<file path="config.mk">
export PLATFORM = sky130hd
export DESIGN_NAME = pwm_capture_flat
export DESIGN_NICKNAME = d
export VERILOG_FILES = /design/src/rtl/pwm_capture_if.sv /design/src/rtl/pwm_capture.sv /design/src/flat_wrapper.sv
export SDC_FILE = /design/constraint.sdc
export NUM_CORES = 1
export LEC_CHECK = 0
export ABC_AREA = 0
export BUFFER_PORTS_ARGS = -buffer_cell sky130_fd_sc_hd__buf_2
export CORE_MARGIN = 10
export CORE_UTILIZATION = 30
export CTS_BUF_LIST = sky130_fd_sc_hd__clkbuf_4 sky130_fd_sc_hd__clkbuf_8 sky130_fd_sc_hd__clkbuf_16
export DETAILED_ROUTE_END_ITERATION = 8
export SLEW_MARGIN = 5
export SYNTH_ARGS = -nofsm -noshare
export SYNTH_HDL_FRONTEND = slang
export SYNTH_SLANG_ARGS = --single-unit
</file>
<file path="constraint.sdc">
create_clock -name clk -period 2.45 [get_ports clk]
set_clock_uncertainty 0.05 [all_clocks]
set_input_delay 0.1225 -clock clk [delete_from_list [all_inputs] [get_ports clk]]
set_output_delay 0.1225 -clock clk [all_outputs]
set_load 0.03 [all_outputs]
</file>
<file path="src/rtl/pwm_capture_if.sv">
// Signal bundle between the PWM pin/control logic and pwm_capture.
// The master side drives enable and the pin; the slave side returns measurements.
interface pwm_capture_if #(
  parameter int CNT_W  = 16,
  parameter int DUTY_W = 8
);
  logic              enable;
  logic              pwm_in;
  logic [CNT_W-1:0]  high_count;
  logic [CNT_W-1:0]  period_count;
  logic [DUTY_W-1:0] duty;
  logic              duty_valid;
  logic              stuck;
  logic              overrun;

  modport master (
    output enable, pwm_in,
    input  high_count, period_count, duty, duty_valid, stuck, overrun
  );

  modport slave (
    input  enable, pwm_in,
    output high_count, period_count, duty, duty_valid, stuck, overrun
  );
endinterface

</file>
<file path="src/rtl/pwm_capture.sv">
// Measures high time and period of an asynchronous PWM input and reports an
// 8-bit-scale duty via a serial restoring divider; flags stuck-high/low lines.
module pwm_capture #(
  parameter int          CNT_W   = 16,
  parameter int          DUTY_W  = 8,
  parameter int unsigned TIMEOUT = 16'hFFFF
) (
  input logic          clk,
  input logic          reset_n,
  pwm_capture_if.slave bus
);
  typedef enum logic [1:0] {IDLE, HI, LO} state_e;

  localparam logic [CNT_W-1:0] CNT_MAX = '1;
  localparam logic [CNT_W-1:0] ONE     = CNT_W'(1);
  localparam logic [CNT_W-1:0] TO_CNT  = CNT_W'(TIMEOUT);
  localparam int               IT_W    = $clog2(DUTY_W) + 1;
  localparam logic [IT_W-1:0]  IT_LAST = IT_W'(DUTY_W - 1);

  function automatic logic [CNT_W-1:0] sat_inc(input logic [CNT_W-1:0] v);
    return (v == CNT_MAX) ? v : v + 1'b1;
  endfunction

  logic              s1_q, s1_d, s2_q, s2_d, sd_q, sd_d;
  logic              rise, fall;
  state_e            state_q, state_d;
  logic [CNT_W-1:0]  hcnt_q, hcnt_d, pcnt_q, pcnt_d, tcnt_q, tcnt_d;
  logic              busy_q, busy_d;
  logic [IT_W-1:0]   it_q, it_d;
  logic [CNT_W-1:0]  rem_q, rem_d, dvsr_q, dvsr_d, dh_q, dh_d;
  logic [DUTY_W-1:0] quo_q, quo_d;
  logic              clamp_q, clamp_d;
  logic [CNT_W-1:0]  hc_q, hc_d, pc_q, pc_d;
  logic [DUTY_W-1:0] duty_q, duty_d;
  logic              dv_q, dv_d, stuck_q, stuck_d, ovr_q, ovr_d;
  logic [CNT_W:0]    rem_sh;
  logic              ge;
  logic [DUTY_W-1:0] quo_nx;
  logic              latch, timeout;

  assign rise = s2_q & ~sd_q;
  assign fall = ~s2_q & sd_q;

  always_comb begin
    s1_d    = bus.pwm_in;
    s2_d    = s1_q;
    sd_d    = s2_q;
    state_d = state_q;
    hcnt_d  = hcnt_q;
    pcnt_d  = pcnt_q;
    tcnt_d  = tcnt_q;
    busy_d  = busy_q;
    it_d    = it_q;
    rem_d   = rem_q;
    dvsr_d  = dvsr_q;
    dh_d    = dh_q;
    quo_d   = quo_q;
    clamp_d = clamp_q;
    hc_d    = hc_q;
    pc_d    = pc_q;
    duty_d  = duty_q;
    dv_d    = 1'b0;
    stuck_d = stuck_q;
    ovr_d   = 1'b0;
    latch   = 1'b0;
    timeout = 1'b0;

    // Low dividend bits are all zero, so each step just shifts in a 0.
    rem_sh = {rem_q, 1'b0};
    ge     = rem_sh >= {1'b0, dvsr_q};
    quo_nx = DUTY_W'({quo_q, ge});
    if (busy_q) begin
      rem_d = CNT_W'(ge ? rem_sh - {1'b0, dvsr_q} : rem_sh);
      quo_d = quo_nx;
      it_d  = it_q + 1'b1;
      if (it_q == IT_LAST) begin
        busy_d  = 1'b0;
        dv_d    = 1'b1;
        stuck_d = 1'b0;
        hc_d    = dh_q;
        pc_d    = dvsr_q;
        duty_d  = clamp_q ? '1 : quo_nx;
      end
    end

    case (state_q)
      IDLE: if (rise) begin
        state_d = HI;
        hcnt_d  = ONE;
        pcnt_d  = ONE;
        tcnt_d  = '0;
      end
      HI: begin
        pcnt_d = sat_inc(pcnt_q);
        if (fall) begin
          state_d = LO;
          tcnt_d  = '0;
        end else begin
          hcnt_d = sat_inc(hcnt_q);
          tcnt_d = sat_inc(tcnt_q);
          timeout = (tcnt_q >= TO_CNT);
        end
      end
      LO: if (rise) begin
        latch   = 1'b1;
        state_d = HI;
        hcnt_d  = ONE;
        pcnt_d  = ONE;
        tcnt_d  = '0;
      end else begin
        pcnt_d  = sat_inc(pcnt_q);
        tcnt_d  = sat_inc(tcnt_q);
        timeout = (tcnt_q >= TO_CNT);
      end
      default: state_d = IDLE;
    endcase

    // A busy divider keeps its sample; the new one is dropped.
    if (latch) begin
      if (busy_q) begin
        ovr_d = 1'b1;
      end else begin
        busy_d  = 1'b1;
        it_d    = '0;
        rem_d   = hcnt_q;
        dvsr_d  = pcnt_q;
        dh_d    = hcnt_q;
        quo_d   = '0;
        clamp_d = (hcnt_q >= pcnt_q);
      end
    end

    if (timeout) begin
      state_d = IDLE;
      hcnt_d  = '0;
      pcnt_d  = '0;
      tcnt_d  = '0;
      busy_d  = 1'b0;
      dv_d    = 1'b1;
      stuck_d = 1'b1;
      hc_d    = '0;
      pc_d    = '0;
      duty_d  = (state_q == HI) ? '1 : '0;
    end

    // Disable freezes reported values and drops any in-flight division.
    if (!bus.enable) begin
      state_d = IDLE;
      hcnt_d  = '0;
      pcnt_d  = '0;
      tcnt_d  = '0;
      busy_d  = 1'b0;
      dv_d    = 1'b0;
      ovr_d   = 1'b0;
      hc_d    = hc_q;
      pc_d    = pc_q;
      duty_d  = duty_q;
      stuck_d = stuck_q;
    end
  end

  always_ff @(posedge clk or negedge reset_n) begin
    if (!reset_n) begin
      s1_q    <= 1'b0;
      s2_q    <= 1'b0;
      sd_q    <= 1'b0;
      state_q <= IDLE;
      hcnt_q  <= '0;
      pcnt_q  <= '0;
      tcnt_q  <= '0;
      busy_q  <= 1'b0;
      it_q    <= '0;
      rem_q   <= '0;
      dvsr_q  <= '0;
      dh_q    <= '0;
      quo_q   <= '0;
      clamp_q <= 1'b0;
      hc_q    <= '0;
      pc_q    <= '0;
      duty_q  <= '0;
      dv_q    <= 1'b0;
      stuck_q <= 1'b0;
      ovr_q   <= 1'b0;
    end else begin
      s1_q    <= s1_d;
      s2_q    <= s2_d;
      sd_q    <= sd_d;
      state_q <= state_d;
      hcnt_q  <= hcnt_d;
      pcnt_q  <= pcnt_d;
      tcnt_q  <= tcnt_d;
      busy_q  <= busy_d;
      it_q    <= it_d;
      rem_q   <= rem_d;
      dvsr_q  <= dvsr_d;
      dh_q    <= dh_d;
      quo_q   <= quo_d;
      clamp_q <= clamp_d;
      hc_q    <= hc_d;
      pc_q    <= pc_d;
      duty_q  <= duty_d;
      dv_q    <= dv_d;
      stuck_q <= stuck_d;
      ovr_q   <= ovr_d;
    end
  end

  assign bus.high_count   = hc_q;
  assign bus.period_count = pc_q;
  assign bus.duty         = duty_q;
  assign bus.duty_valid   = dv_q;
  assign bus.stuck        = stuck_q;
  assign bus.overrun      = ovr_q;
endmodule

</file>
<file path="src/flat_wrapper.sv">
// flat-port wrapper written by rule: the top's interface ports become plain ports
module pwm_capture_flat 
#(
  parameter int          CNT_W   = 16,
  parameter int          DUTY_W  = 8,
  parameter int unsigned TIMEOUT = 16'hFFFF
)
  (clk, reset_n, bus_enable, bus_pwm_in, bus_high_count, bus_period_count, bus_duty, bus_duty_valid, bus_stuck, bus_overrun);
  pwm_capture_if #(.CNT_W(CNT_W), .DUTY_W(DUTY_W)) bus_i ();
  input logic clk;
  input logic reset_n;
  input wire logic [$bits(bus_i.enable)-1:0] bus_enable;
  input wire logic [$bits(bus_i.pwm_in)-1:0] bus_pwm_in;
  output wire logic [$bits(bus_i.high_count)-1:0] bus_high_count;
  output wire logic [$bits(bus_i.period_count)-1:0] bus_period_count;
  output wire logic [$bits(bus_i.duty)-1:0] bus_duty;
  output wire logic [$bits(bus_i.duty_valid)-1:0] bus_duty_valid;
  output wire logic [$bits(bus_i.stuck)-1:0] bus_stuck;
  output wire logic [$bits(bus_i.overrun)-1:0] bus_overrun;
  assign bus_i.enable = bus_enable;
  assign bus_i.pwm_in = bus_pwm_in;
  assign bus_high_count = bus_i.high_count;
  assign bus_period_count = bus_i.period_count;
  assign bus_duty = bus_i.duty;
  assign bus_duty_valid = bus_i.duty_valid;
  assign bus_stuck = bus_i.stuck;
  assign bus_overrun = bus_i.overrun;
  pwm_capture #(.CNT_W(CNT_W), .DUTY_W(DUTY_W), .TIMEOUT(TIMEOUT)) u_core (.clk(clk), .reset_n(reset_n), .bus(bus_i));
endmodule
</file>
== After elaboration in Yosys (flattened, before gate mapping) ==
Index checks and enable logic that the tools add are counted.
Word-level totals
  logic and storage cells: 120
  register bits after elaboration: 158
  memories: 0
  RAM bits: 0
  bits of input ports: 4
  latch bits: 0
  bits in read-only memories: 0
Operators by class
  bitwise logic cells: 5
  multiply operators: 0
  add/sub/neg operators: 5
  div/mod/pow operators: 0
  $lt $le $gt $ge: 3
  reduce and logical (&&, ||, !) cells: 9
  shifts and indexed selects: 0
  multiplexer cells: 65
  equal/unequal tests: 13
Operators with widths (number)
  $mux W16: 25
  $pmux W16 S3: 2
  $mux W8: 8
  $add A16 B1 Y16 const B: 3
  $eq A16 B16 Y1 const B: 3
  $pmux W16 S2: 1
  $mux W1: 20
  $ge A17 B16 Y1: 1
  $ge A16 B16 Y1: 1
  $ge A16 B16 Y1 const B: 1
  $ne A4 B2 Y1 const B: 4
  $sub A16 B16 Y16: 1
  $mux W4: 3
  $mux W2: 4
  $reduce_and A2 Y1: 3
  $ne A5 B1 Y1 const B: 1
  $add A4 B1 Y4 const B: 1
  $eq A4 B3 Y1 const B: 1
  $ne A4 B3 Y1 const B: 1
  $ne A4 B4 Y1 const B: 1
  $pmux W2 S2: 1
  $reduce_and A4 Y1: 1
  $reduce_bool A2 Y1: 2
  $not A1 Y1: 3
  7 further kinds: 8

== Longest topological paths before layout ==
  word-level depth: 7
  gate-level depth with buffers: 11

== Worst setup path before layout ==
No wires, ideal clock.
  path type: flip-flop to flip-flop
  start: reg u_core.state_q[0]
  end: reg u_core.tcnt_q[10]
  stages on the path, launching flop included: 12
  path slack: 65 ps
  path buffers: 3
  clock period less this slack: 2385 ps
  required time: 2279 ps
  data arrival time: 2213 ps
  cells stage by stage: dfrtp_1 inv_1 ha_1 clkbuf_1 nand2_1 o21a_1 and4bb_2 buf_2 a21oi_1 o21ai_2 buf_2 nor2_1
Between the ends
  cells in the longest elaborated chain, start to end: 4
Ends and longest elaborated chain
  from (decl): RTL line pwm_capture.sv:26  | state_e state_q, state_d;
  from (signal assigned): RTL line pwm_capture.sv:188  | state_q <= state_d;
  $eq A2 B2 Y1 (tied with other cells): RTL line pwm_capture.sv:86  | case (state_q)
  $pmux W1 S2 or $pmux W16 S3 (tied branches): RTL line pwm_capture.sv:86
  $ne A5 B1 Y1 (no line) (tied with other cells)
  $reduce_and A2 Y1 (no line) or $mux W16 (tied branches)
  to (signal assigned): RTL line pwm_capture.sv:191  | tcnt_q <= tcnt_d;
  to (decl): RTL line pwm_capture.sv:27  | logic [CNT_W-1:0] hcnt_q, hcnt_d, pcnt_q, pcnt_d, tcnt_q, tcnt_d;
Several ways; a longest one is shown, not always the timed one.
A chain may end at the register's enable or synchronous reset.

== Worst setup path in the final report ==
  start: reg u_core.rem_q[9]
  end: reg u_core.rem_q[11]
Between the ends
  cells in the longest elaborated chain, start to end: 5
Ends and longest elaborated chain
  from (decl): RTL line pwm_capture.sv:30  | logic [CNT_W-1:0] rem_q, rem_d, dvsr_q, dvsr_d, dh_q, dh_d;
  from (signal assigned): RTL line pwm_capture.sv:194  | rem_q <= rem_d;
  $sub A16 B16 Y16 or $ge A17 B16 Y1 (tied branches): RTL line pwm_capture.sv:73, pwm_capture.sv:70
  $mux W16 *: RTL line pwm_capture.sv:73  | rem_d = CNT_W'(ge ? rem_sh - {1'b0, dvsr_q} : rem_sh);
  $mux W16 *: RTL line pwm_capture.sv:72  | if (busy_q) begin
  $mux W16: RTL line pwm_capture.sv:120  | if (busy_q) begin
  $mux W16 *: RTL line pwm_capture.sv:119  | if (latch) begin
  net u_core.rem_d[11]: RTL line pwm_capture.sv:30
The timed path passes the listed nets; every way through them passes the cells marked *.

==> impl_results.md <==
- Outcome: completed
- Hold Vio Cnt, Final: 0
- Worst hold margin: 0.142 ns
- Final ANT Viol Nets: 0
- Worst Hold Class: in2async
- Die area: about 0.035 mm²
- Most frequent cells in the layout: 157 x dfrtp_1, 85 x nand2_1, 76 x buf_4
- Buffers added on ports: 46
- Core area: 0.0279 mm²
- Starting density of the core: 30.4%
- H-tree Lvls: 4
- HPWL after DPL: 17000 µm
- Crit. End Element: register
- Number of synthesized flops with an enable pin: 0
- CTS buffer count: 17
- Startpoint type of the worst setup path: register
- Worst Path Class, Setup: reg2reg
- Worst Path Arrival: about 2.6 ns
- Final cell count without fillers: 1374
- Ys flop type: dfrtp_1
- First-pass GRT wire length: between 30000 and 40000 µm
- Drt first-iter violations: 525
- Syn nets: 928
- Pins Over Slew Limit: 0
- Avg WL per Cell: about 17 µm
- Root buffer cell: clkbuf_16
- Drt total wl: 23400 µm
- Antenna violations before repair: 0
- First-pass iteration count of the detailed router: 5
- Final nets: roughly 1000
- Commonest non-fill, non-tap cell in the layout: dfrtp_1
- Synth top area cells: dfrtp_1 46%, ha_1 6.1%, nand2_1 3.9%
- Design Power: 0.00698 W
- Slew @ Worst Pin: 0.551 ns
- Inst Count DP: 1338
- Cell mode on critical path: buf_4
- Yosys top cell by area: dfrtp_1
- Ant diodes: 0
- Chip width: 188 µm
- Area Growth Syn to Fin: 23.1%
- Max Fclk: 425 MHz
- Req. time, crit path: 2.70 ns
- Number of vias per cell: just over 5
- Ratio of cells with drive above 1 in the final layout: ~22%
- CP cell instances: ha_1 > buf_4 > nand2_1 > nor3_4 > a21oi_2 > o21ai_1 > buf_4 > buf_4 > o41ai_2 > a31oi_2
- CTS tree: yes
- Row count: 61
- Worst skew pair latency: 0.44 ns
- Synth unique cells: 61
- CTS clock-pin slew for the worst setup and hold paths: 0.07 ns
- Clock Tree Buf Depth: 2
- Setup_tns: 0 ns
- Sink Count: about 160
- Fin crit period: 2.35 ns
- Mapped Area: between 0.008 and 0.009 mm²
- Sequential area share after synthesis: a little under half
- Crit-path slowest cell: dfrtp_1
- DR DRC count: 0
- Boundary Pins: 47
- Leak: 4.90 nW
- Async SR Flop Fraction: 100%
- Number of synthesis warnings: 0
- Max_cap viols: 0
- Vias in the first global route: roughly 6900
- GP Congestion: 0.926
- CP Buf/Inv Count: 3
- Post-synth top area share: between 40 and 50%
- P per Cell Area: 670 mW/mm²
- Final worst-path cycle share: roughly 96%
- Mapped Cells: a little under 900
- Final setup violation count: 0
- Slew margin rel.: approximately 63%
- Largest net degree at the start of global routing: 74
- CP max stage delay: 0.42 ns
- CP top delay family: compound AO/OA/AOI/OAI gates
- Worst vdd ir: 0.000454 V
- Die Y: 188 µm
- Routed vias: ~7000
- Tot GR Track Use: a little over an eighth
- Crit Path Max Fanout: 11
- Grt ovf: 0
- Syn avg cell area: slightly below 10 µm²
- Seq cells post-synth: 157
registers in the layout, summed over array words and instances, names as in the netlist, named ones only:
register                 count
u_core.bus.overrun           1
u_core.bus.stuck             1
u_core.tcnt_q               16
u_core.hcnt_q               16
u_core.sd_q                  1
u_core.bus.high_count       16
u_core.quo_q                 6
u_core.dvsr_q               16
u_core.bus.duty_valid        1
u_core.s1_q                  1
u_core.busy_q                1
u_core.it_q                  4
u_core.rem_q                16
u_core.s2_q                  1
u_core.pcnt_q               16
u_core.state_q               2
u_core.bus.period_count     16
u_core.clamp_q               1
u_core.dh_q                 16
u_core.bus.duty              8
timing repair:
item                                   4_1_cts  5_1_grt
gates resized for setup                      1       31
endpoints found under the hold margin       49        0
pin swaps                                    0        2
setup buffers                                0        0
hold buffers                                 3        0
setup endpoints to repair                    2       44
gates cloned                                 0        1
power breakdown:
group / total [W] / leakage (nW) / switching [W] / internal [W]
combinational: 0.00125 / 2.43 / 0.000747 / 0.000506
sequential: 0.00276 / 2.15 / 0.0000893 / 0.00267
clock: 0.00297 / 0.318 / 0.00121 / 0.00176
total: 0.00698 / 4.90 / 0.00205 / 0.00494
synth_stat cells (18+ instances only):
cell / number
a21oi_1: 41
a22o_1: 32
clkbuf_1: 30
dfrtp_1: 157
ha_1: 41
inv_1: 44
mux2_2: 19
nand2_1: 87
nand3_1: 23
nor2_1: 77
nor3_1: 18
o21ai_0: 55
xor2_1: 29
final timing paths:
kind | start | end | slack (ns) | depth (start not counted)
max | u_core.rem_q[9] | u_core.rem_q[11] | 0.1 | 10
min | reset_n | u_core.s1_q | 0.14 | 2
max reg2reg | u_core.rem_q[9] | u_core.rem_q[11] | 0.1 | 10
min reg2reg | u_core.s1_q | u_core.s2_q | 0.32 | 0
max in group asynchronous | reset_n | u_core.dvsr_q[0] | 1.45 | 3
min in group clk | bus_pwm_in | u_core.s1_q | 0.28 | 2
layout make-up:
| class | instances | area, µm² |
|---|---|---|
| fillers | 2746 | 17400 |
| multi-input cells | 635 | 4330 |
| flip-flops and latches | 157 | 3930 |
| repair buffers | 127 | 877 |
| well taps | 378 | 473 |
| clock buffers | 18 | 433 |
| clock inverters | 14 | 216 |
| inverters | 45 | 169 |
metal layers:
| layer | wire (µm) | global-route usage, % | up-vias |
|---|---|---|---|
| li1 | - | - | 3381 |
| met1 | 11400 | 18.2 | 3458 |
| met5 | 0 | 0 | - |
| met2 | 10500 | 20.3 | 183 |
| met3 | 1270 | 3.04 | 17 |
| met4 | 299 | 3.91 | 0 |
kinds of logic (layout without fill, tap and decap cells):
family	count (synthesis)	count (layout)	share of synthesized area (%)
AO/OA/AOI/OAI	230	231	18.1
XOR/XNOR	44	44	4.55
adder cells (fa/ha/maj)	42	42	6.29
AND/OR/NAND/NOR	284	284	16.1
multiplexers	34	34	4.30
buffers and inverters	91	204	4.27
flip-flops	157	157	46.4
stage by stage:
step | setup slack (ns) | util (%) | cell area [µm²]
5_1_grt | -0.00435 | 37.4 | 10400
3_3_place_gp | 0.0594 | 34.5 | 9610
3_5_place_dp | 0.0106 | 34.5 | 9610
2_1_floorplan | 0.0653 | - | 8470
4_1_cts | 0.0232 | 36.9 | 10300
6_report | 0.0974 | 37.4 | 10400
No activity file was read; power rests on OpenSTA's default activity.
